## config.mk

```make
export PLATFORM = sky130hd
export DESIGN_NAME = sevenseg_scan_mux_flat
export DESIGN_NICKNAME = d
export VERILOG_FILES = /design/src/rtl/sevenseg_scan_mux_if.sv /design/src/rtl/sevenseg_scan_mux.sv /design/src/flat_wrapper.sv
export SDC_FILE = /design/constraint.sdc
export NUM_CORES = 1
export LEC_CHECK = 0
export ABC_AREA = 1
export CORE_MARGIN = 2
export CORE_UTILIZATION = 60
export CTS_BUF_LIST = sky130_fd_sc_hd__clkbuf_4 sky130_fd_sc_hd__clkbuf_8
export CTS_CLUSTER_SIZE = 24
export DETAILED_ROUTE_END_ITERATION = 10
export PLACE_DENSITY = 0.89
export SYNTH_ARGS = -nofsm -noshare
export SYNTH_HDL_FRONTEND = slang
export SYNTH_SLANG_ARGS = --single-unit
export TNS_END_PERCENT = 30
```

## constraint.sdc

```tcl
create_clock -name clk -period 2.6 [get_ports clk]
set_clock_uncertainty 0.15 [all_clocks]
set_input_delay 0.65 -clock clk [delete_from_list [all_inputs] [get_ports clk]]
set_output_delay 0.65 -clock clk [all_outputs]
set_load 0.02 [all_outputs]
```

## src/rtl/sevenseg_scan_mux_if.sv

```systemverilog
// Digit-source / display-side signal bundle for the 7-segment scan mux.
// The master supplies BCD data and controls; the slave drives decoder and anodes.
interface sevenseg_scan_mux_if;
    logic [15:0] bcd_in;
    logic        load;
    logic        blank_lz;
    logic [3:0]  digit_out;
    logic [3:0]  an_n;
    logic        frame_done;

    modport master (
        output bcd_in,
        output load,
        output blank_lz,
        input  digit_out,
        input  an_n,
        input  frame_done
    );

    modport slave (
        input  bcd_in,
        input  load,
        input  blank_lz,
        output digit_out,
        output an_n,
        output frame_done
    );
endinterface

```

## src/rtl/sevenseg_scan_mux.sv

```systemverilog
// Four-digit time-multiplexed 7-segment driver with frame-aligned
// double buffering, leading-zero blanking and anti-ghost guard time.
module sevenseg_scan_mux #(
    parameter int TICK_DIV = 50000,
    parameter int GUARD    = 2
) (
    input logic              clk,
    input logic              rst_n,
    sevenseg_scan_mux_if.slave bus
);
    localparam int CW  = $clog2(TICK_DIV);
    localparam int CW1 = CW + 1;
    localparam logic [CW-1:0] CNT_MAX = CW'(TICK_DIV - 1);

    logic [CW-1:0] cnt_q, cnt_d;
    logic [1:0]    idx_q, idx_d;
    logic [15:0]   disp_q, disp_d;
    logic [15:0]   pend_q, pend_d;
    logic          pend_v_q, pend_v_d;
    logic [3:0]    an_n_q, an_n_d;
    logic [3:0]    dig_q, dig_d;
    logic          fd_q, fd_d;

    logic       tick;
    logic       fb;
    logic       guard;
    logic [3:0] nib;
    logic       lz;

    generate
        if (GUARD == 0) begin : g_noguard
            assign guard = 1'b0;
        end else begin : g_guard
            localparam logic [CW:0] GW = CW1'(GUARD);
            assign guard = {1'b0, cnt_q} < GW;
        end
    endgenerate

    always_comb begin
        tick  = (cnt_q == CNT_MAX);
        fb    = tick && (idx_q == 2'd3);
        cnt_d = tick ? '0 : cnt_q + CW'(1);
        idx_d = idx_q + {1'b0, tick};

        disp_d   = disp_q;
        pend_d   = pend_q;
        pend_v_d = pend_v_q;
        // A load landing on the boundary itself beats any older pending value
        if (fb) begin
            if (bus.load) begin
                disp_d = bus.bcd_in;
            end else if (pend_v_q) begin
                disp_d = pend_q;
            end
            pend_v_d = 1'b0;
        end else if (bus.load) begin
            pend_d   = bus.bcd_in;
            pend_v_d = 1'b1;
        end

        nib = disp_q[3:0];
        lz  = 1'b0;
        unique case (idx_q)
            2'd0: begin
                nib = disp_q[3:0];
                lz  = 1'b0;
            end
            2'd1: begin
                nib = disp_q[7:4];
                lz  = (disp_q[15:4] == 12'h000);
            end
            2'd2: begin
                nib = disp_q[11:8];
                lz  = (disp_q[15:8] == 8'h00);
            end
            2'd3: begin
                nib = disp_q[15:12];
                lz  = (disp_q[15:12] == 4'h0);
            end
            default: begin
                nib = 4'hF;
                lz  = 1'b0;
            end
        endcase

        dig_d  = (bus.blank_lz && lz) ? 4'hF : nib;
        an_n_d = guard ? 4'hF : ~(4'b0001 << idx_q);
        fd_d   = fb;
    end

    always_ff @(posedge clk) begin
        if (!rst_n) begin
            cnt_q    <= '0;
            idx_q    <= 2'd0;
            disp_q   <= 16'h0000;
            pend_q   <= 16'h0000;
            pend_v_q <= 1'b0;
            an_n_q   <= 4'hF;
            dig_q    <= 4'hF;
            fd_q     <= 1'b0;
        end else begin
            cnt_q    <= cnt_d;
            idx_q    <= idx_d;
            disp_q   <= disp_d;
            pend_q   <= pend_d;
            pend_v_q <= pend_v_d;
            an_n_q   <= an_n_d;
            dig_q    <= dig_d;
            fd_q     <= fd_d;
        end
    end

    assign bus.an_n       = an_n_q;
    assign bus.digit_out  = dig_q;
    assign bus.frame_done = fd_q;
endmodule
```

## src/flat_wrapper.sv

```systemverilog
// flat-port wrapper written by rule: the top's interface ports become plain ports
module sevenseg_scan_mux_flat 
#(
    parameter int TICK_DIV = 50000,
    parameter int GUARD    = 2
)
  (clk, rst_n, bus_bcd_in, bus_load, bus_blank_lz, bus_digit_out, bus_an_n, bus_frame_done);
  sevenseg_scan_mux_if bus_i ();
  input logic clk;
  input logic rst_n;
  input wire logic [$bits(bus_i.bcd_in)-1:0] bus_bcd_in;
  input wire logic [$bits(bus_i.load)-1:0] bus_load;
  input wire logic [$bits(bus_i.blank_lz)-1:0] bus_blank_lz;
  output wire logic [$bits(bus_i.digit_out)-1:0] bus_digit_out;
  output wire logic [$bits(bus_i.an_n)-1:0] bus_an_n;
  output wire logic [$bits(bus_i.frame_done)-1:0] bus_frame_done;
  assign bus_i.bcd_in = bus_bcd_in;
  assign bus_i.load = bus_load;
  assign bus_i.blank_lz = bus_blank_lz;
  assign bus_digit_out = bus_i.digit_out;
  assign bus_an_n = bus_i.an_n;
  assign bus_frame_done = bus_i.frame_done;
  sevenseg_scan_mux #(.TICK_DIV(TICK_DIV), .GUARD(GUARD)) u_core (.clk(clk), .rst_n(rst_n), .bus(bus_i));
endmodule
```

Yosys cells after proc, flatten, opt, wreduce, memory -nomap -nowiden
Index checks and enable logic that the tools add are counted.
{"block": "totals", "out_inout_bits": 9, "register_bits": 60}
{"block": "classes", "n_eq_ne": 4, "shifts": 1, "order_cmp": 1, "n_mux": 4, "add_sub_neg": 2, "reduce_logical": 13, "bitwise_logic": 3}
{"operator": "$mux 16", "count": 2}
{"operator": "$add 16x1->16 const B", "count": 1}
{"operator": "$eq 16x16->1 const B", "count": 1}
{"operator": "$lt 16x2->1 const B", "count": 1}
{"operator": "$pmux 4 s4", "count": 1}
{"operator": "$logic_not 12->1", "count": 1}
{"operator": "$logic_not 8->1", "count": 1}
{"operator": "$reduce_or 2->1", "count": 4}
{"operator": "$eq 2x2->1 const B", "count": 2}
{"operator": "$logic_not 4->1", "count": 1}
{"operator": "$not 4->4", "count": 1}
{"operator": "$pmux 1 s4", "count": 1}
{"operator": "$reduce_and 2->1", "count": 2}
{"operator": "$shl 1x2->4 const A", "count": 1}
{"operator": "$add 2x1->2", "count": 1}
{"operator": "$eq 2x1->1 const B", "count": 1}
{"operator": "$logic_and 1x1->1", "count": 2}
{"operator": "$logic_not 2->1", "count": 1}
{"operator": "$not 1->1", "count": 2}
{"operator": "$reduce_bool 2->1", "count": 1}

Depth between registers and ports, before layout
Gate-level depths: netlist (run 1).
{"block": "logic_depth", "word_depth": 4, "ltp_mapped": 9, "depth_no_buf": 9}

Worst setup path after synthesis (run 1)
Ideal clock, no wire load.
{"block": "synth_path", "path_type": "in2reg", "from": "in bus_load", "to": "reg u_core.disp_q[10]", "path_slack_ps": 1010, "n_path_buf": 1, "setup_ps": 64, "arrival_time_ps": 1376, "required_ps": 2386, "cell_stages": 5, "cell_sequence": "or2_2 -> nand4_1 -> buf_2 -> nor2_1 -> nor2_1"}
{"block": "synth_between", "elab_chain_cells": 2, "word_cells_on_any_way": 3, "classes_between": "mux: 1; reduce/logical: 2"}
{"element": "start, declared", "line_no": "flat_wrapper.sv:12", "rtl": "input wire logic [$bits(bus_i.load)-1:0] bus_load;"}
{"element": "$reduce_bool 2->1 (no source line)"}
{"element": "$reduce_and 2->1 (no source line)"}
{"element": "end signal, assigned", "line_no": "sevenseg_scan_mux.sv:104", "rtl": "disp_q <= disp_d;"}
{"element": "end, declared", "line_no": "sevenseg_scan_mux.sv:17", "rtl": "logic [15:0] disp_q, disp_d;"}
Several ways; a longest one is shown, not always the timed one.
A chain may end at the register's enable or synchronous reset.

Final worst setup path (run 1)
{"block": "layout_path", "from": "reg u_core.an_n_q[0] (netlist: u_core.bus.an_n[0])", "to": "out bus_an_n[0]"}
{"element": "start, declared", "line_no": "sevenseg_scan_mux.sv:20", "rtl": "logic [3:0] an_n_q, an_n_d;"}
{"element": "start signal, assigned", "line_no": "sevenseg_scan_mux.sv:107", "rtl": "an_n_q <= an_n_d;"}
{"element": "end, declared", "line_no": "flat_wrapper.sv:15", "rtl": "output wire logic [$bits(bus_i.an_n)-1:0] bus_an_n;"}
No word-level cell between the ends.

==> results of run 1 <==
[report_power, final]
group	switching (mW)	leakage, nW	total [mW]	internal (mW)
Clock	0.364	0.130	1.06	0.698
Combinational	0.0787	0.982	0.162	0.0829
Sequential	0.0137	0.490	0.960	0.946
[through the flow]
| stage | instance area [µm²] | instances | hold WS [ns] |
|---|---|---|---|
| detailed placement | 3240 | 491 | 0.294 |
| floorplan | 2970 | 410 | 0.268 |
| finish | 3500 | 507 | 0.307 |
| global route | 3500 | 507 | 0.338 |
| CTS | 3500 | 507 | 0.303 |
| global placement | 3240 | 491 | 0.285 |
[kinds of logic after synthesis]
group / count (synthesis)
simple gates: 218
fa+ha+maj: 2
flops: 60
mux: 16
compound gates: 36
buf+inv: 72
xor+xnor: 6
[worst paths after layout]
| kind | from | to |
|---|---|---|
| min reg2reg | u_core.cnt_q[0] | u_core.cnt_q[0] |
| min | u_core.cnt_q[0] | u_core.cnt_q[0] |
| max | u_core.bus.an_n[0] | bus_an_n[0] |
| max reg2reg | u_core.cnt_q[0] | u_core.disp_q[10] |
[area by class of cell]
type,count,area (µm²),share of cell area
clock buffers,12,159,0.0454
clock inverters,4,95.1,0.0272
inverters,55,206,0.0590
multi-input cells,278,1440,0.412
flip-flops and latches,60,1200,0.343
well taps,67,83.8,0.0240
repair buffers,31,310,0.0887
[flip-flops by register name, summed over array words and instances, names as in the netlist]
register,flops
u_core.cnt_q,16
u_core.disp_q,16
u_core.pend_q,16
u_core.bus.an_n,4
u_core.bus.digit_out,4
u_core.idx_q,2
u_core.bus.frame_done,1
u_core.pend_v_q,1
[per-layer routing]
layer	share of wire	vias to the layer above	wire length, µm	global-route usage
met1	0.46	1234	2800	0.299
met2	0.47	85	2890	0.365
met4	0.017	0	106	0.137
met5	0	-	0	0
met3	0.053	10	324	0.0474
li1	-	1343	-	-
[synthesized netlist by cell type (3+ instances only)]
library cell	n	area [µm²]
sky130_fd_sc_hd__buf_6	5	56.3
sky130_fd_sc_hd__mux2_2	16	180
sky130_fd_sc_hd__nand3_2	11	110
sky130_fd_sc_hd__a21oi_1	26	130
sky130_fd_sc_hd__nor2_2	3	18.8
sky130_fd_sc_hd__nand2_1	85	319
sky130_fd_sc_hd__xor2_1	4	35.0
sky130_fd_sc_hd__inv_1	54	203
sky130_fd_sc_hd__nand4_1	4	25.0
sky130_fd_sc_hd__buf_4	3	22.5
sky130_fd_sc_hd__nor2_1	73	274
sky130_fd_sc_hd__o21ai_0	4	20.0
sky130_fd_sc_hd__nor3_1	10	50.1
sky130_fd_sc_hd__nand3_1	25	125
sky130_fd_sc_hd__buf_2	6	30.0
sky130_fd_sc_hd__dfxtp_1	60	1200
==> results.rst, run 1 <==
.. list-table::
   :header-rows: 1

   * - Metric
     - Value
   * - Crit path kind
     - reg2out
   * - Effective utilization at floorplan
     - 0.625
   * - Peak supply drop
     - 340 µV
   * - Detailed-route via count
     - 2,672
   * - CP Launch Type
     - flip-flop
   * - Share of synthesized flip-flops with an asynchronous set or reset
     - 0
   * - Standard-cell row count
     - 25
   * - Pin count of the biggest net entering global routing
     - 49
   * - Global route overflow
     - 0
   * - Horizontal extent of the die
     - between 70 and 80 µm
   * - Adder-cell area share of the yosys netlist
     - 0.00842
   * - Xor/xnor cell area share of the yosys netlist
     - 0.0177
   * - Final setup slack of the worst path
     - 0.560 ns
   * - Post-layout net count
     - 457
   * - Fillcell total
     - 369
   * - Count of synthesis-stage warnings from yosys
     - 0
   * - Final max-slew violation count
     - 0
   * - Count of H-tree levels built during CTS
     - 3
   * - CP top delay family
     - buffers and inverters
   * - Final count of negative-setup-slack endpoints
     - 0
   * - Leading cell types in the layout, fill and taps excluded
     - sky130_fd_sc_hd__nand2_1, sky130_fd_sc_hd__nor2_1, sky130_fd_sc_hd__dfxtp_1
   * - Floorplan die height
     - 74.4 µm
   * - Setup crit end kind
     - output pin
   * - Via count of the first global-routing pass
     - between 2,000 and 2,500
   * - HPWL after detailed placement
     - 4.23 mm
   * - Clock buffer count from CTS
     - 9
   * - P per Cell Area
     - 624 nW/µm²
   * - Cell count of the worst reg-to-reg path
     - 7
   * - Share of synthesized area spent on multiplexers
     - 0.0607
   * - Synthesis-stage register bit count
     - 60
   * - CTS sink cnt
     - 60
   * - Post-CTS setup-driven buffer insertion count
     - 0
   * - Max-cap viol count
     - 0
   * - GRT Overall Usage
     - 0.234
   * - Power Total
     - about 2.2 mW
   * - Post-synthesis simple-gate area fraction
     - 0.334
   * - Total standard cell area after synthesis
     - 2970 µm²
   * - Setup Slack @ Placement
     - 0.618 ns
   * - First-pass GRT wire length
     - approximately 9.8 mm
   * - Wirelength per Cell
     - 12.1 µm
   * - Portion of the post-synthesis area used by sequential elements
     - 0.404
   * - Gate count of the mapped netlist
     - 410
   * - Register-to-register path setup slack
     - 0.62 ns
   * - Post-detailed-route count of antenna-violating nets
     - 0
   * - Placer's final routability congestion estimate
     - between 0.9 and 1
   * - Worst Hold Class
     - reg2reg
   * - Commonest non-fill, non-tap cell in the layout
     - sky130_fd_sc_hd__nand2_1
   * - Syn_area_per_cell
     - 7.24 µm²
   * - Layout cell share with drive strength beyond 1
     - 0.127
   * - Count of inserted antenna diode cells
     - 0
   * - Clock tree from TritonCTS
     - done
   * - Largest driver fanout on the critical path
     - 1
   * - Portion of the clock cycle consumed by the worst path in the final layout
     - 0.785
   * - Relative area change from synthesis to final layout
     - 17.8%
   * - Drt via density
     - 5.27
   * - Worst hold stages
     - 1
   * - Syn_nets
     - 432
   * - Run status
     - finished, final reports clean
   * - Final wirelength
     - 6.12 mm
   * - Worst slew pin tran
     - 0.529 ns
   * - Number of buffers and inverters on the critical path
     - 1
   * - Maximum cell stage delay along the critical path
     - 0.59 ns
   * - Initial DRT Pass Iterations
     - 5
   * - Core area
     - between 4000 and 5000 µm²
   * - Library cell contributing the largest single delay on the critical path
     - sky130_fd_sc_hd__clkdlybuf4s50_1
   * - Total I/O pin count
     - 29
   * - CP arrival
     - between 1 and 1.5 ns
   * - Insertion delay of the later-clocked pin in the worst-skew pair
     - 0.34 ns
   * - Hold-fix buffers, CTS
     - 0
   * - Count of final hold-check violations
     - 0
   * - Setup tns final
     - 0 ns
   * - Combinational family with the most area after synthesis
     - simple AND/OR/NAND/NOR gates
   * - Port bufs
     - 28
   * - CTS clk-pin slew, worst paths
     - 0.07 ns
   * - Ys flop type
     - sky130_fd_sc_hd__dfxtp_1
   * - Logic depth of the worst path, buffers included
     - 1
   * - Drc violations
     - 0
   * - Number of antenna violations at the first check in global routing
     - 0
   * - Unique cell type count in the Yosys netlist
     - 31
   * - Worst slew margin
     - 0.647
   * - Post-layout utilization of the core
     - 0.736
   * - Area enclosed by the die boundary
     - about 5500 µm²
   * - Final critical delay including setup and external delays
     - 2.04 ns
   * - Maximum clock insertion buffer count
     - 2
   * - Upper clock frequency limit
     - 490 MHz
   * - 1st-iter DRT viols
     - 262
   * - Synthesized-area fraction occupied by ao, oa, aoi and oai cells
     - 0.0644
   * - Chain of cells forming the critical path
     - clkdlybuf4s50_1
   * - Setup repair after global routing missed its margin
     - no
   * - Clk Tree Root Cell
     - sky130_fd_sc_hd__clkbuf_8
   * - Number of gates resized after CTS
     - 0
   * - Leakage power
     - 1.60 nW
   * - Req. time, crit path
     - 1.80 ns
   * - Count of flip-flops with a built-in enable after synthesis
     - 0
No activity file was read; power rests on OpenSTA's default activity.
==> inputs of run 2 (changes only) <==
--- a/config.mk
+++ b/config.mk
@@ -7,11 +7,11 @@
 export LEC_CHECK = 0
 export ABC_AREA = 1
 export CORE_MARGIN = 2
-export CORE_UTILIZATION = 60
+export CORE_UTILIZATION = 53
 export CTS_BUF_LIST = sky130_fd_sc_hd__clkbuf_4 sky130_fd_sc_hd__clkbuf_8
 export CTS_CLUSTER_SIZE = 24
 export DETAILED_ROUTE_END_ITERATION = 10
-export PLACE_DENSITY = 0.89
+export PLACE_DENSITY = 0.84
 export SYNTH_ARGS = -nofsm -noshare
 export SYNTH_HDL_FRONTEND = slang
 export SYNTH_SLANG_ARGS = --single-unit
==> constraint.sdc (replaced) <==
create_clock -name clk -period 1.77 [get_ports clk]
set_clock_uncertainty 0.15 [all_clocks]
set_input_delay 0.4425 -clock clk [delete_from_list [all_inputs] [get_ports clk]]
set_output_delay 0.4425 -clock clk [all_outputs]
set_load 0.02 [all_outputs]
==> run 2 against run 1 <==
Against the previous run:
- die area is 12% higher
- first-iteration DRC count is 64% lower
- hold slack worse by 0.0069 ns
- sequential cell count stayed put
- largest power group is now registers
- via count is 0.22% lower
- combinational power is 58% higher
- wire length is 6.4% higher
- utilization is 6.8 points lower
- final cell count is 3.6% higher
- total power is 27% higher
- final area is 4.5% higher
- sequential share of layout area is 1.4 points lower
==> results.rst, run 2 (synthesis gave the netlist of run 1 again) <==
.. list-table::
   :header-rows: 1

   * - Metric
     - Value
   * - GRT Overall Usage
     - 0.220 (was 0.234)
   * - Worst Hold Class
     - in2reg (was reg2reg)
   * - Hold_ws
     - 0.300 ns (was 0.307 ns)
   * - Post-detailed-route count of antenna-violating nets
     - 0 (unchanged)
   * - Largest registers
     - u_core.cnt_q x16, u_core.disp_q x16, u_core.pend_q x16 (unchanged)
   * - HPWL after detailed placement
     - 4.35 mm (was 4.23 mm)
   * - CP Launch Type
     - flip-flop (unchanged)
   * - Leading cell types in the layout, fill and taps excluded
     - sky130_fd_sc_hd__nand2_1, sky130_fd_sc_hd__nor2_1, sky130_fd_sc_hd__dfxtp_1 (unchanged)
   * - Max-cap viol count
     - 0 (unchanged)
   * - Crit path kind
     - reg2reg (was reg2out)
   * - Largest driver fanout on the critical path
     - 10 (was 1)
   * - Final critical delay including setup and external delays
     - about 1.7 ns
   * - Req. time, crit path
     - 1.86 ns (was 1.80 ns)
   * - Final cell area excluding filler cells
     - 3650 µm² (was 3500 µm²)
   * - Count of H-tree levels built during CTS
     - 3 (unchanged)
   * - Via count of the first global-routing pass
     - 2,591 (was 2,333)
   * - Drt via density
     - 5.08 (was 5.27)
   * - First-pass GRT wire length
     - 10.8 mm (was 9.85 mm)
   * - Clock buffer count from CTS
     - 9 (unchanged)
   * - CTS clk-pin slew, worst paths
     - 0.06 ns (was 0.07 ns)
   * - Port bufs
     - 28 (unchanged)
   * - Final wirelength
     - 6.51 mm (was 6.12 mm)
   * - Run status
     - finished, final reports clean (unchanged)
   * - Leakage power
     - 1.69 nW (was 1.60 nW)
   * - CTS sink cnt
     - 60 (unchanged)
   * - Setup Slack @ Placement
     - 0.0346 ns (was 0.618 ns)
   * - Worst slew pin tran
     - 0.361 ns (was 0.529 ns)
   * - Clk Tree Root Cell
     - sky130_fd_sc_hd__clkbuf_8 (unchanged)
   * - Horizontal extent of the die
     - 78.9 µm (was 74.4 µm)
   * - Count of final hold-check violations
     - 0 (unchanged)
   * - Final count of negative-setup-slack endpoints
     - 0 (unchanged)
   * - Net switching power figure
     - 0.648 mW (was 0.457 mW)
   * - Count of inserted antenna diode cells
     - 0 (unchanged)
   * - Sequential Power Share
     - 0.508 (was 0.439)
   * - Total I/O pin count
     - 29 (unchanged)
   * - Drc violations
     - 0 (unchanged)
   * - Fillcell total
     - 448 (was 369)
   * - Peak supply drop
     - 486 µV (was 340 µV)
   * - Setup tns final
     - 0 ns (unchanged)
   * - P per Cell Area
     - 760 nW/µm² (was 624 nW/µm²)
   * - Relative area change from synthesis to final layout
     - 23.0% (was 17.8%)
   * - Hold-fix buffers, CTS
     - 0 (unchanged)
   * - Final max-slew violation count
     - 0 (unchanged)
   * - Layout cell share with drive strength beyond 1
     - 0.168 (was 0.127)
   * - Power Total
     - 2.78 mW (was 2.18 mW)
   * - Core area
     - 5470 µm² (was 4750 µm²)
   * - Detailed-route via count
     - 2,666 (was 2,672)
   * - Global route overflow
     - 0 (unchanged)
   * - Standard-cell row count
     - 27 (was 25)
   * - Combinational group share of total power
     - 0.092 (was 0.074)
   * - Maximum clock insertion buffer count
     - 2 (unchanged)
   * - Clock Power Share
     - 0.400 (was 0.487)
   * - Portion of the clock cycle consumed by the worst path in the final layout
     - 0.944
   * - Upper clock frequency limit
     - 599 MHz
   * - CP arrival
     - 1.76 ns (was 1.24 ns)
   * - Initial DRT Pass Iterations
     - 4 (was 5)
   * - Post-layout net count
     - 470 (was 457)
   * - Setup crit end kind
     - flip-flop (was output pin)
   * - Clock tree from TritonCTS
     - done (unchanged)
   * - Total internal power
     - 2.13 mW (was 1.73 mW)
   * - Wirelength per Cell
     - 12.4 µm (was 12.1 µm)
   * - Placer's final routability congestion estimate
     - 0.936 (was 0.946)
   * - Effective utilization at floorplan
     - 0.543 (was 0.625)
   * - Commonest non-fill, non-tap cell in the layout
     - sky130_fd_sc_hd__nand2_1 (unchanged)
   * - Floorplan die height
     - 78.9 µm (was 74.4 µm)
   * - Placed Instance Area
     - 3380 µm² (was 3240 µm²)
   * - Worst slew margin
     - 0.757 (was 0.647)
   * - Pin count of the biggest net entering global routing
     - 43 (was 49)
   * - Final setup slack of the worst path
     - 0.0996 ns (was 0.560 ns)
   * - 1st-iter DRT viols
     - 94 (was 262)
   * - Switching fraction of total power
     - 0.233 (was 0.209)
   * - Number of antenna violations at the first check in global routing
     - 0 (unchanged)
   * - Area enclosed by the die boundary
     - 6220 µm² (was 5530 µm²)
   * - Insertion delay of the later-clocked pin in the worst-skew pair
     - 0.35 ns (was 0.34 ns)
-- run 2: cell types whose count changed in the layout (fill, tap and decap cells not counted), sizes merged --
cell | previous run | this run
buf | 4 | 15
bufinv | 3 | 0
clkbuf | 12 | 16
clkdlybuf4s50 | 27 | 18
clkinv | 1 | 2
dlygate4sd2 | 0 | 9
-- run 2: cell type report --
type                    count  area (µm²)  area share
clock buffers              14         168      0.0459
clock inverters             2        10.0     0.00274
inverters                  55         206      0.0565
multi-input cells         278        1490       0.407
flip-flops and latches     60        1200       0.329
well taps                  72        90.1      0.0246
repair buffers             44         489       0.134
-- run 2: metal layers --
metal  up-vias  part of all wire  track usage
li1       1371                 -            -
met1      1204              0.45        0.256
met5         -                 0            0
met4         0             0.025        0.103
met2        71              0.47        0.366
met3        20             0.051       0.0739
-- run 2: metrics by stage --
stage                     std cells  utilization
after detailed placement        506        0.617
after global routing            525        0.668
after global placement          506        0.617
after floorplan                 410            -
final                           525        0.668
after CTS                       522        0.647
-- run 2: timing repair --
item                                   in CTS  in global routing
gates cloned                                0                  2
resized for setup                           9                 12
setup buffers                               0                  1
endpoints found under the hold margin       0                  0
pin swaps                                   0                  3
setup endpoints to repair                   9                 50
-- run 2: power groups by stage --
| stage | Clock, mW | Sequential (mW) | Combinational [mW] |
|---|---|---|---|
| global placement | 0 | 1.44 | 0.246 |
| finish | 1.11 | 1.41 | 0.256 |
| detailed placement | 0 | 1.44 | 0.254 |
| CTS | 1.13 | 1.41 | 0.251 |
| floorplan | 0 | 1.44 | 0.142 |
| global route | 1.19 | 1.42 | 0.283 |
-- run 2: worst max-delay path, stage by stage, from the launching register on --
cell	delay [ns]
sky130_fd_sc_hd__dfxtp_2	0.36
sky130_fd_sc_hd__ha_4	0.16
sky130_fd_sc_hd__nand3_4	0.09
sky130_fd_sc_hd__buf_6	0.15
sky130_fd_sc_hd__nor2_4	0.14
sky130_fd_sc_hd__nand4_4	0.16
sky130_fd_sc_hd__clkbuf_16	0.21
sky130_fd_sc_hd__nor2_1	0.09
sky130_fd_sc_hd__nor2_1	0.05
-- run 2: final timing paths --
path                                          end              from  slack, ns  depth (start not counted)
worst max-delay path            u_core.disp_q[15]   u_core.cnt_q[1]        0.1                          8
worst min-delay path             u_core.pend_q[0]          bus_load       0.30                          3
worst max register to register  u_core.disp_q[15]   u_core.cnt_q[1]        0.1                          8
worst min register to register   u_core.pend_q[6]  u_core.pend_q[6]       0.33                          2
